$ cat src/rtl/fp_add_normalize.sv
// Add/normalize stage of the single-precision adder: adds or subtracts aligned
// mantissas, normalizes one bit per cycle, and emits a truncated IEEE 754 result.
module fp_add_normalize #(
  parameter int EXP_W = 8,
  parameter int MAN_W = 23
) (
  input  logic                     clk,
  input  logic                     rst,
  input  logic [EXP_W+MAN_W+1:0]   op_a,
  input  logic [EXP_W+MAN_W+1:0]   op_b,
  input  logic                     in_valid,
  output logic                     in_ready,
  output logic [EXP_W+MAN_W:0]     out_data,
  output logic                     out_valid,
  input  logic                     out_ready,
  output logic                     overflow,
  output logic                     underflow,
  output logic [1:0]               o_dbg_state
);

  localparam int MW = MAN_W + 1;
  localparam int IW = EXP_W + MAN_W + 2;

  localparam logic [1:0] S_IDLE = 2'd0;
  localparam logic [1:0] S_ADD  = 2'd1;
  localparam logic [1:0] S_NORM = 2'd2;
  localparam logic [1:0] S_DONE = 2'd3;

  // Handshakes: a transfer happens on a rising edge where valid && ready are both
  // high; a producer keeps valid and data stable until that edge.

  logic [1:0]          r_state;
  logic                r_sa;
  logic                r_sb;
  logic [MW-1:0]       r_ma;
  logic [MW-1:0]       r_mb;
  logic [EXP_W-1:0]    r_exp;
  logic                r_sign;
  logic [MW:0]         r_sum;
  logic                r_ovf;
  logic [EXP_W+MAN_W:0] r_out_data;
  logic                r_out_valid;
  logic                r_overflow;
  logic                r_underflow;

  logic [MW:0]         w_add;
  logic                w_same;
  logic                w_a_ge;
  logic [EXP_W-1:0]    w_exp_inc;

  always_comb begin
    w_add     = {1'b0, r_ma} + {1'b0, r_mb};
    w_same    = (r_sa == r_sb);
    w_a_ge    = (r_ma >= r_mb);
    w_exp_inc = r_exp + 1'b1;
  end

  assign in_ready    = (r_state == S_IDLE) && !rst;
  assign out_data    = r_out_data;
  assign out_valid   = r_out_valid;
  assign overflow    = r_overflow;
  assign underflow   = r_underflow;
  assign o_dbg_state = r_state;

  always_ff @(posedge clk or posedge rst) begin
    if (rst) begin
      r_state     <= S_IDLE;
      r_sa        <= 1'b0;
      r_sb        <= 1'b0;
      r_ma        <= '0;
      r_mb        <= '0;
      r_exp       <= '0;
      r_sign      <= 1'b0;
      r_sum       <= '0;
      r_ovf       <= 1'b0;
      r_out_data  <= '0;
      r_out_valid <= 1'b0;
      r_overflow  <= 1'b0;
      r_underflow <= 1'b0;
    end else begin
      case (r_state)
        S_IDLE: begin
          if (in_valid) begin
            r_sa    <= op_a[IW-1];
            r_sb    <= op_b[IW-1];
            r_ma    <= op_a[MW-1:0];
            r_mb    <= op_b[MW-1:0];
            r_exp   <= op_a[IW-2 -: EXP_W];
            r_state <= S_ADD;
          end
        end
        S_ADD: begin
          r_ovf <= 1'b0;
          if (w_same) begin
            r_sign <= r_sa;
            // Carry out of the hidden bit: renormalize right, dropping the LSB.
            if (w_add[MW]) begin
              r_sum <= w_add >> 1;
              r_exp <= w_exp_inc;
              r_ovf <= (w_exp_inc == {EXP_W{1'b1}});
            end else begin
              r_sum <= w_add;
            end
          end else if (w_a_ge) begin
            r_sign <= r_sa;
            r_sum  <= {1'b0, r_ma - r_mb};
          end else begin
            r_sign <= r_sb;
            r_sum  <= {1'b0, r_mb - r_ma};
          end
          r_state <= S_NORM;
        end
        S_NORM: begin
          if (r_ovf) begin
            r_out_data  <= {r_sign, {EXP_W{1'b1}}, {MAN_W{1'b0}}};
            r_overflow  <= 1'b1;
            r_underflow <= 1'b0;
            r_out_valid <= 1'b1;
            r_state     <= S_DONE;
          end else if (r_sum == '0) begin
            r_out_data  <= '0;
            r_overflow  <= 1'b0;
            r_underflow <= 1'b0;
            r_out_valid <= 1'b1;
            r_state     <= S_DONE;
          end else if (r_sum[MAN_W]) begin
            r_out_data  <= {r_sign, r_exp, r_sum[MAN_W-1:0]};
            r_overflow  <= 1'b0;
            r_underflow <= 1'b0;
            r_out_valid <= 1'b1;
            r_state     <= S_DONE;
          end else if (r_exp == EXP_W'(1)) begin
            // Exponent exhausted before the leading one reached the hidden bit.
            r_out_data  <= {r_sign, {(EXP_W+MAN_W){1'b0}}};
            r_overflow  <= 1'b0;
            r_underflow <= 1'b1;
            r_out_valid <= 1'b1;
            r_state     <= S_DONE;
          end else begin
            r_sum <= r_sum << 1;
            r_exp <= r_exp - 1'b1;
          end
        end
        S_DONE: begin
          if (out_ready) begin
            r_out_valid <= 1'b0;
            r_state     <= S_IDLE;
          end
        end
        default: r_state <= S_IDLE;
      endcase
    end
  end

endmodule

$ cat config.mk
export PLATFORM = sky130hd
export DESIGN_NAME = fp_add_normalize
export DESIGN_NICKNAME = d
export VERILOG_FILES = /design/src/rtl/fp_add_normalize.sv
export SDC_FILE = /design/constraint.sdc
export NUM_CORES = 1
export LEC_CHECK = 0
export BUFFER_PORTS_ARGS = -buffer_cell sky130_fd_sc_hd__buf_2
export CAP_MARGIN = 5
export CORE_MARGIN = 2
export CORE_UTILIZATION = 45
export CTS_CLUSTER_SIZE = 25
export DETAILED_ROUTE_END_ITERATION = 16
export PLACE_DENSITY_LB_ADDON = 0.15
export SYNTH_ARGS = -nofsm -noshare
export SYNTH_HDL_FRONTEND = slang
export SYNTH_SLANG_ARGS = --single-unit
$ cat constraint.sdc
create_clock -name clk -period 5.2 [get_ports clk]
set_input_delay 1.56 -clock clk [delete_from_list [all_inputs] [get_ports clk]]
set_output_delay 1.56 -clock clk [all_outputs]
set_load 0.005 [all_outputs]
; ---- Word-level counts from Yosys, hierarchy flattened
; Cells that the tools add are included.
[totals]
regBits = 122
word_cells = 94
out_inout_bits = 38
inputBits = 70
[classes]
muxes = 44
eq_ne = 15
reduce_logical = 15
order_cmp = 1
add_sub_neg = 5
[ops]
columns = cell, count
row1 = 32-bit two-way mux, 4
row2 = 25-bit two-way mux, 5
row3 = 8-bit two-way mux, 7
row4 = 25-bit case mux with 2 select lines, 1
row5 = 24-bit two-way mux, 2
row6 = 24-bit subtractor, 2
row7 = 24-bit by 24-bit adder with 25-bit output, 1
row8 = 25-bit logical NOT, 1
row9 = 24-bit greater-or-equal comparator, 1
row10 = 8-bit case mux with 3 select lines, 1
row11 = 1-bit two-way mux, 16
row12 = "2-bit inequality test, second input constant", 8
row13 = 2-bit two-way mux, 6
row14 = 3-bit AND reduction, 3
row15 = "8-bit by 1-bit adder with 8-bit output, second input constant", 1
row16 = "8-bit by 1-bit equality test with 1-bit output, second input constant", 1
row17 = "8-bit equality test, second input constant", 1
row18 = 2-bit case mux with 4 select lines, 1
row19 = 8-bit AND reduction, 1
row20 = "8-bit by 1-bit subtractor with 8-bit output, second input constant", 1
row21 = "5-bit inequality test, second input constant", 1
row22 = 5-bit AND reduction, 1
row23 = "2-bit equality test, second input constant", 2
row24 = 2-bit AND reduction, 2
row25 = other kinds (9), 10

; ---- Logic depth before layout (Yosys ltp)
; Gate-level depths: netlist (run 1).
[depth]
word_depth = 6
ltp_mapped = 15
mapped_depth_nobuf = 13

; ---- Worst setup path before layout (run 1)
; No wires, ideal clock.
[synth_path]
path_kind = input to output
from = in rst
to = out in_ready
path_slack_ns = 1.965
t_arrival_ns = 1.675
path_stages = 1
t_required_ns = 3.640
path_cell_list = nor2b_1
[synth_via]
elab_chain_len = 2
[synth_rtl]
columns = item, line_no
row1 = start: declaration, 8  ; input logic rst,
row2 = 1-bit logical NOT (no line), -
row3 = 1-bit logical AND, 58  ; assign in_ready = (r_state == S_IDLE) && !rst;
row4 = end: declaration, 12  ; output logic in_ready,
; Every way passes these cells.

; ---- Worst setup path in the final report (run 1)
[layout_path]
from = reg r_ma[14]
to = reg r_sum[2]
[layout_via]
elab_chain_len = 4
word_cells_on_any_way = 6
classes_between = 1 x add/sub / 1 x order compare / 4 x mux
[layout_rtl]
columns = item, line_no
row1 = start: declaration, 35  ; logic [MW-1:0] r_ma;
row2 = start signal: assignment, 86  ; r_ma <= op_a[MW-1:0];
row3 = 24-bit by 24-bit adder with 25-bit output or 24-bit greater-or-equal comparator (tied branches), "52, 54"
row4 = "24-bit two-way mux, on equally long branches", "97, 104"
row5 = 25-bit two-way mux (*), 94  ; if (w_same) begin
row6 = 25-bit case mux with 2 select lines (*), 81  ; case (r_state)
row7 = end signal: assignment, 98  ; r_sum <= w_add >> 1;
row8 = end signal: assignment, 102  ; r_sum <= w_add;
row9 = end signal: assignment, 106  ; r_sum <= {1'b0, r_ma - r_mb};
row10 = end: declaration, 39  ; logic [MW:0] r_sum;
; Mark *: on every way between the ends. The rest lies on a longest branch, timed or not.
; A chain may end at the register's enable or synchronous reset.

==> results of run 1 <==
[through the flow]
step / cell area (sq um) / instances / setup slack (ns) / utilization (%) / hold WS (ns)
4_1_cts: 10800 / 1438 / 1.37 / 51.7 / 0.479
6_report: 10800 / 1438 / 1.26 / 51.7 / 0.475
3_5_place_dp: 10200 / 1409 / 1.39 / 49.0 / 0.467
3_3_place_gp: 10200 / 1409 / 1.42 / 49.0 / 0.464
5_1_grt: 10800 / 1438 / 1.02 / 51.7 / 0.511
2_1_floorplan: 9550 / 1086 / 0.426 / - / 0.473
[area by class of cell]
class                   count  area, sq um  share of cell area (%)
repair buffers            109          583                    5.40
multi-input cells         822         5970                    55.3
inverters                  82          310                    2.87
clock inverters             8         97.6                   0.903
well taps                 275          344                    3.18
flip-flops and latches    121         3030                    28.0
clock buffers              21          470                    4.35
[layer usage]
metal	vias up	global-route usage [%]	part of all wire [%]
li1	4039	-	-
met1	3902	32.7	50
met2	192	33.7	44
met3	36	4.60	5.0
met4	0	6.70	1.7
met5	-	0	0
[critical path, cell delays in order (launching register included)]
cell      delay (ns)
dfrtp_1         0.39
inv_1           0.08
ha_1            0.50
a21oi_1         0.37
a21oi_1         0.11
a311oi_1        0.39
nor2_1          0.14
o41ai_4         0.36
buf_4           0.39
mux2i_1         0.40
nand2_1         0.09
nand3_1         0.11
o21ai_0         0.12
a221o_1         0.32
[how the worst max path moves through the flow]
stage,from,end,depth (start not counted)
2_1_floorplan,rst,o_dbg_state[0]$_DFFE_PP0P_,1
3_3_place_gp,r_ma[14]$_DFFE_PP0P_,r_sum[4]$_DFFE_PP0P_,13
3_5_place_dp,r_ma[14]$_DFFE_PP0P_,r_sum[4]$_DFFE_PP0P_,13
4_1_cts,r_ma[14]$_DFFE_PP0P_,r_sum[2]$_DFFE_PP0P_,13
5_1_grt,r_ma[14]$_DFFE_PP0P_,r_sum[2]$_DFFE_PP0P_,13
6_report,r_ma[14]$_DFFE_PP0P_,r_sum[2]$_DFFE_PP0P_,13
[layout by cell type, fill, tap and decap left out, drive strengths merged, types with 22 or more instances in the layout]
| cell | netlist | final |
|---|---|---|
| buf | 23 | 109 |
| mux2i | 22 | 22 |
| mux2 | 57 | 57 |
| nor2 | 76 | 76 |
| ha | 87 | 87 |
| a21oi | 106 | 106 |
| dfrtp | 121 | 121 |
| o21ai | 65 | 65 |
| nand3 | 24 | 24 |
| nand2 | 71 | 71 |
| inv | 78 | 78 |
| a22o | 24 | 24 |
| xnor2 | 44 | 44 |
[state kept, by name, indices dropped and copies added, names as in the netlist]
| signal | flops |
|---|---|
| r_sb | 1 |
| out_valid | 1 |
| r_exp | 8 |
| r_sa | 1 |
| out_data | 32 |
| r_ma | 24 |
| overflow | 1 |
| r_ovf | 1 |
| underflow | 1 |
| r_mb | 24 |
| o_dbg_state | 2 |
| r_sum | 24 |
| r_sign | 1 |
[kinds of logic (layout without fill, tap and decap cells)]
logic type	after synthesis	count (layout)
buf+inv	143	220
simple gates	268	268
compound gates	333	333
xor+xnor	52	52
fa+ha+maj	90	90
flops	121	121
mux	79	79
==> results.py, run 1 <==
metrics = {
    "synthesis": {
        "synth_top_family_by_area": "compound AO/OA/AOI/OAI gates",
        "netlist_instances": 1086,
        "ys_top_cells_by_area": "dfrtp_1 32%, ha_1 11%, mux2_2 6.7%",
        "synthesis.area_sq_um": 9550,
        "synth_edf_count": 0,
        "synth.avg_cell_area_sq_um": 8.79,
        "synthAdderAreaFrac_pct": 12.0,
        "syn_nets": 1246,
        "yosys.area_share.xor_xnor_pct": 4.77,
        "yosysMostFrequentCell": "dfrtp_1",
        "synthMuxAreaShare_pct": 9.03,
        "synth_seq_area_share_pct": 31.7,
        "synth_compound_gate_area_share_pct": 23.0,
        "async_reset_ff_share_pct": 100,
        "synth_top_area_cell": "dfrtp_1",
        "ys_warn_count": 0,
        "yosys.area_share.simple_pct": 13.5,
        "synth_common_cells": "121 x dfrtp_1, 106 x a21oi_1, 87 x ha_1, 77 x inv_1, 76 x nor2_1",
        "ys_types": 71,
        "yosysTopAreaCellShare_pct": 31.7,
        "synthFlopType": "dfrtp_1",
        "ys_ff_latch": 121,
    },
    "route": {
        "dr.pass1.iters": 6,
        "routed_wl_mm": 24.8,
        "drc": 0,
        "viasPerCell": 5.68,
        "routed-via-count": 8169,
        "antenna_left": 0,
        "wl_per_cell_um": 17.3,
        "drtIter0Drc": 597,
    },
    "placement": {
        "place_congestion": 0.893,
        "dp.final_hpwl_mm": 18.3,
        "numPortBuffers": 99,
    },
    "timing": {
        "report.final.slew_viol_count": 0,
        "fin_skew_ns": 0.00967,
        "final-hold-violation-count": 0,
        "worst_pin_slew_ns": 0.803,
        "fmax_ghz": 0.254,
        "fin_crit_ns": 3.94,
        "rsz0062_at_grt": "no",
        "slew_headroom_pct": 46.3,
        "fin_setup_tns_ns": 0,
        "setup_viol": 0,
        "min_period_over_period_pct": 75.8,
    },
    "clock_network": {
        "tritoncts": "built",
        "clock_path_buffers": 2,
        "cts_resized": 0,
        "clkTransAtPathRegs_ns": 0.05,
        "clock_sinks": 121,
        "cts_inserted_buffers": 17,
        "root_buffer": "clkbuf_16",
        "post_cts_buffers": 0,
        "postCtsHoldBufs": 0,
        "insertion_delay_ns": 0.43,
        "h-tree-depth": 4,
    },
    "grt": {
        "grt_pass1_wl_mm": 40.3,
        "antenna_found_initial": 0,
        "grt.overflow.total": 0,
        "grt_pass1_vias": 7681,
        "gr-usage-all-layers_pct": 22.5,
        "grt_start_max_net_pins": 108,
    },
    "worst_hold_path": {
        "hold_end": "out_data[30]$_DFFE_PP0P_",
        "hold_path.class": "reg2reg",
        "hold_start": "out_data[30]$_DFFE_PP0P_",
        "hold_depth": 2,
    },
    "worst_setup_path": {
        "crit_arrival_ns": 4.24,
        "r2r_cells": 13,
        "reg2reg_slack_ns": 1.26,
        "crit_type": "reg2reg",
        "path_max_fanout": 28,
        "setup.worst_path.start_class": "flip-flop",
        "r2r-start": "r_ma[14]$_DFFE_PP0P_",
        "crit_required_ns": 5.50,
        "r2r_end": "r_sum[2]$_DFFE_PP0P_",
        "cp-end-kind": "flip-flop",
    },
    "floorplanning": {
        "fp.dieH_um": 150,
        "core_sq_um": 20900,
        "start_util_pct": 45.7,
        "die_w_um": 150,
        "die_area_sq_um": 22400,
        "boundaryPins": 108,
        "rows": 53,
    },
    "final_layout": {
        "num-nets-final": 1313,
        "diodes": 0,
        "drive_gt1_share_pct": 18.1,
        "fillers": 2006,
        "areaGrowthSynthToFinish_pct": 13.2,
    },
    "status": {
        "status": "finished clean",
    },
    "job": {
        "maxCapViolCount": 0,
    },
}
Power of run 1 is left out: the tool's default activity adds up to more than one toggle a clock period on the data nets, which glitch-free logic cannot reach.
==> run 2: changes to the inputs <==
==> constraint.sdc (replaced) <==
create_clock -name clk -period 3.83 [get_ports clk]
set_input_delay 1.149 -clock clk [delete_from_list [all_inputs] [get_ports clk]]
set_output_delay 1.149 -clock clk [all_outputs]
set_load 0.005 [all_outputs]
==> run 2 against run 1 <==
Net effect: utilization rose by 0.93 points; cell count grew 1.7%; sequential share of layout area shrank 0.50 points; clock skew increased by 0.0038 ns; maximum frequency is 11% higher; register-to-register slack got worse by 0.97 ns; global-route usage rose by 0.70 points; design area is 1.8% higher.
==> results.py, run 2 (synthesized netlist as in run 1, its figures left out) <==
metrics = {
    "timing": {
        "report.final.slew_viol_count": 0,
        "fin_skew_ns": 0.0135,
        "setup_viol": 0,
        "final-hold-violation-count": 0,
        "fin_setup_tns_ns": 0,
        "slew_headroom_pct": 45.2,
        "fin_crit_ns": 3.54,
        "worst_pin_slew_ns": 0.820,
        "min_period_over_period_pct": 92.4,
        "holdWs_ns": 0.472,
        "rsz0062_at_grt": "no",
        "fmax_ghz": 0.283,
    },
    "worst_setup_path": {
        "crit_start": "r_ma[11]$_DFFE_PP0P_",
        "reg2reg_slack_ns": 0.29,
        "path_max_fanout": 25,
        "crit_path_end": "r_sum[4]$_DFFE_PP0P_",
        "cp-end-kind": "flip-flop",
        "crit_required_ns": 4.13,
        "crit_arrival_ns": 3.84,
        "setup.worst_path.start_class": "flip-flop",
        "r2r_cells": 13,
        "r2r-start": "r_ma[11]$_DFFE_PP0P_",
        "crit_type": "reg2reg",
        "r2r_end": "r_sum[4]$_DFFE_PP0P_",
    },
    "route": {
        "routed-via-count": 8272,
        "routed_wl_mm": 25.1,
        "drc": 0,
        "wl_per_cell_um": 17.2,
        "antenna_left": 0,
        "viasPerCell": 5.66,
        "drtIter0Drc": 665,
        "dr.pass1.iters": 8,
    },
    "clock_network": {
        "h-tree-depth": 4,
        "cts_inserted_buffers": 17,
        "clkTransAtPathRegs_ns": 0.07,
        "clock_path_buffers": 2,
        "clock_sinks": 121,
        "postCtsHoldBufs": 0,
        "root_buffer": "clkbuf_16",
        "insertion_delay_ns": 0.43,
        "tritoncts": "built",
    },
    "grt": {
        "grt_pass1_wl_mm": 41.3,
        "grt.overflow.total": 0,
        "grt_start_max_net_pins": 122,
        "antenna_found_initial": 0,
        "gr-usage-all-layers_pct": 23.2,
        "grt_pass1_vias": 7877,
    },
    "worst_hold_path": {
        "hold_depth": 2,
        "hold_path.class": "reg2reg",
    },
    "final_layout": {
        "areaGrowthSynthToFinish_pct": 15.2,
        "final_common_cell": "dfrtp_1",
        "diodes": 0,
        "stdcell_area_sq_um": 11000,
        "largest_reg_flops": 32,
        "num-nets-final": 1334,
        "drive_gt1_share_pct": 19.8,
        "layout_common_cells": "121 x dfrtp_1, 106 x a21oi_1, 99 x buf_2",
        "final_cells": 1462,
    },
    "floorplanning": {
        "boundaryPins": 108,
        "rows": 53,
        "core_sq_um": 20900,
        "die_area_sq_um": 22400,
        "fp.dieH_um": 150,
        "start_util_pct": 45.7,
        "die_w_um": 150,
    },
    "placement": {
        "numPortBuffers": 99,
        "dp.final_hpwl_mm": 18.7,
        "place_congestion": 0.886,
        "placedCellCount": 1430,
        "place_area_sq_um": 10400,
    },
    "status": {
        "status": "finished clean",
    },
    "job": {
        "maxCapViolCount": 0,
    },
}
## run 2: per-stage QoR
step	setup WS [ns]	utilization, %
finish	0.291	52.7
global route	0.0481	52.7
CTS	0.304	52.7
detailed placement	0.338	49.8
global placement	0.370	49.8
floorplan	0.834	-
## run 2: how the worst min path moves through the flow
stage                                         from                       end  slack, ns
after floorplan           out_data[23]$_DFFE_PP0P_  out_data[23]$_DFFE_PP0P_       0.47
after global placement    out_data[28]$_DFFE_PP0P_  out_data[28]$_DFFE_PP0P_       0.46
after detailed placement  out_data[28]$_DFFE_PP0P_  out_data[28]$_DFFE_PP0P_       0.47
after CTS                 out_data[28]$_DFFE_PP0P_  out_data[28]$_DFFE_PP0P_       0.48
after global routing      out_data[18]$_DFFE_PP0P_  out_data[18]$_DFFE_PP0P_       0.51
final                     out_data[28]$_DFFE_PP0P_  out_data[28]$_DFFE_PP0P_       0.47
## run 2: what timing repair did
item | CTS | global route
setup endpoints to repair | 0 | 1
gates resized for setup | 0 | 1
setup buffers | 0 | 0
## run 2: per-layer routing
| layer | up-vias | share of wire [%] | global-route usage, % |
|---|---|---|---|
| met4 | 0 | 1.9 | 6.98 |
| met3 | 29 | 4.8 | 4.27 |
| met2 | 219 | 44 | 35.1 |
| met5 | - | 0 | 0 |
| met1 | 3950 | 49 | 33.6 |
| li1 | 4074 | - | - |
## run 2: layout make-up
class                      count  area (sq um)
timing repair buffer         130           753
fill                        2017          9890
multi-input combinational    822          5980
clock inverter                13           145
inverter                      82           312
clock buffer                  19           443
sequential                   121          3030
tap                          275           344
## run 2: worst max-delay path, stage by stage, from the launching register on
cell      delay [ns]
dfrtp_1         0.39
inv_1           0.08
ha_1            0.42
a21oi_1         0.21
o21ai_0         0.13
a311oi_1        0.41
nor2_1          0.13
o41ai_4         0.44
buf_12          0.23
mux2_2          0.36
a311oi_2        0.20
xnor2_1         0.10
o22ai_1         0.23
a21oi_1         0.07
Power of run 2 is left out for the same reason.
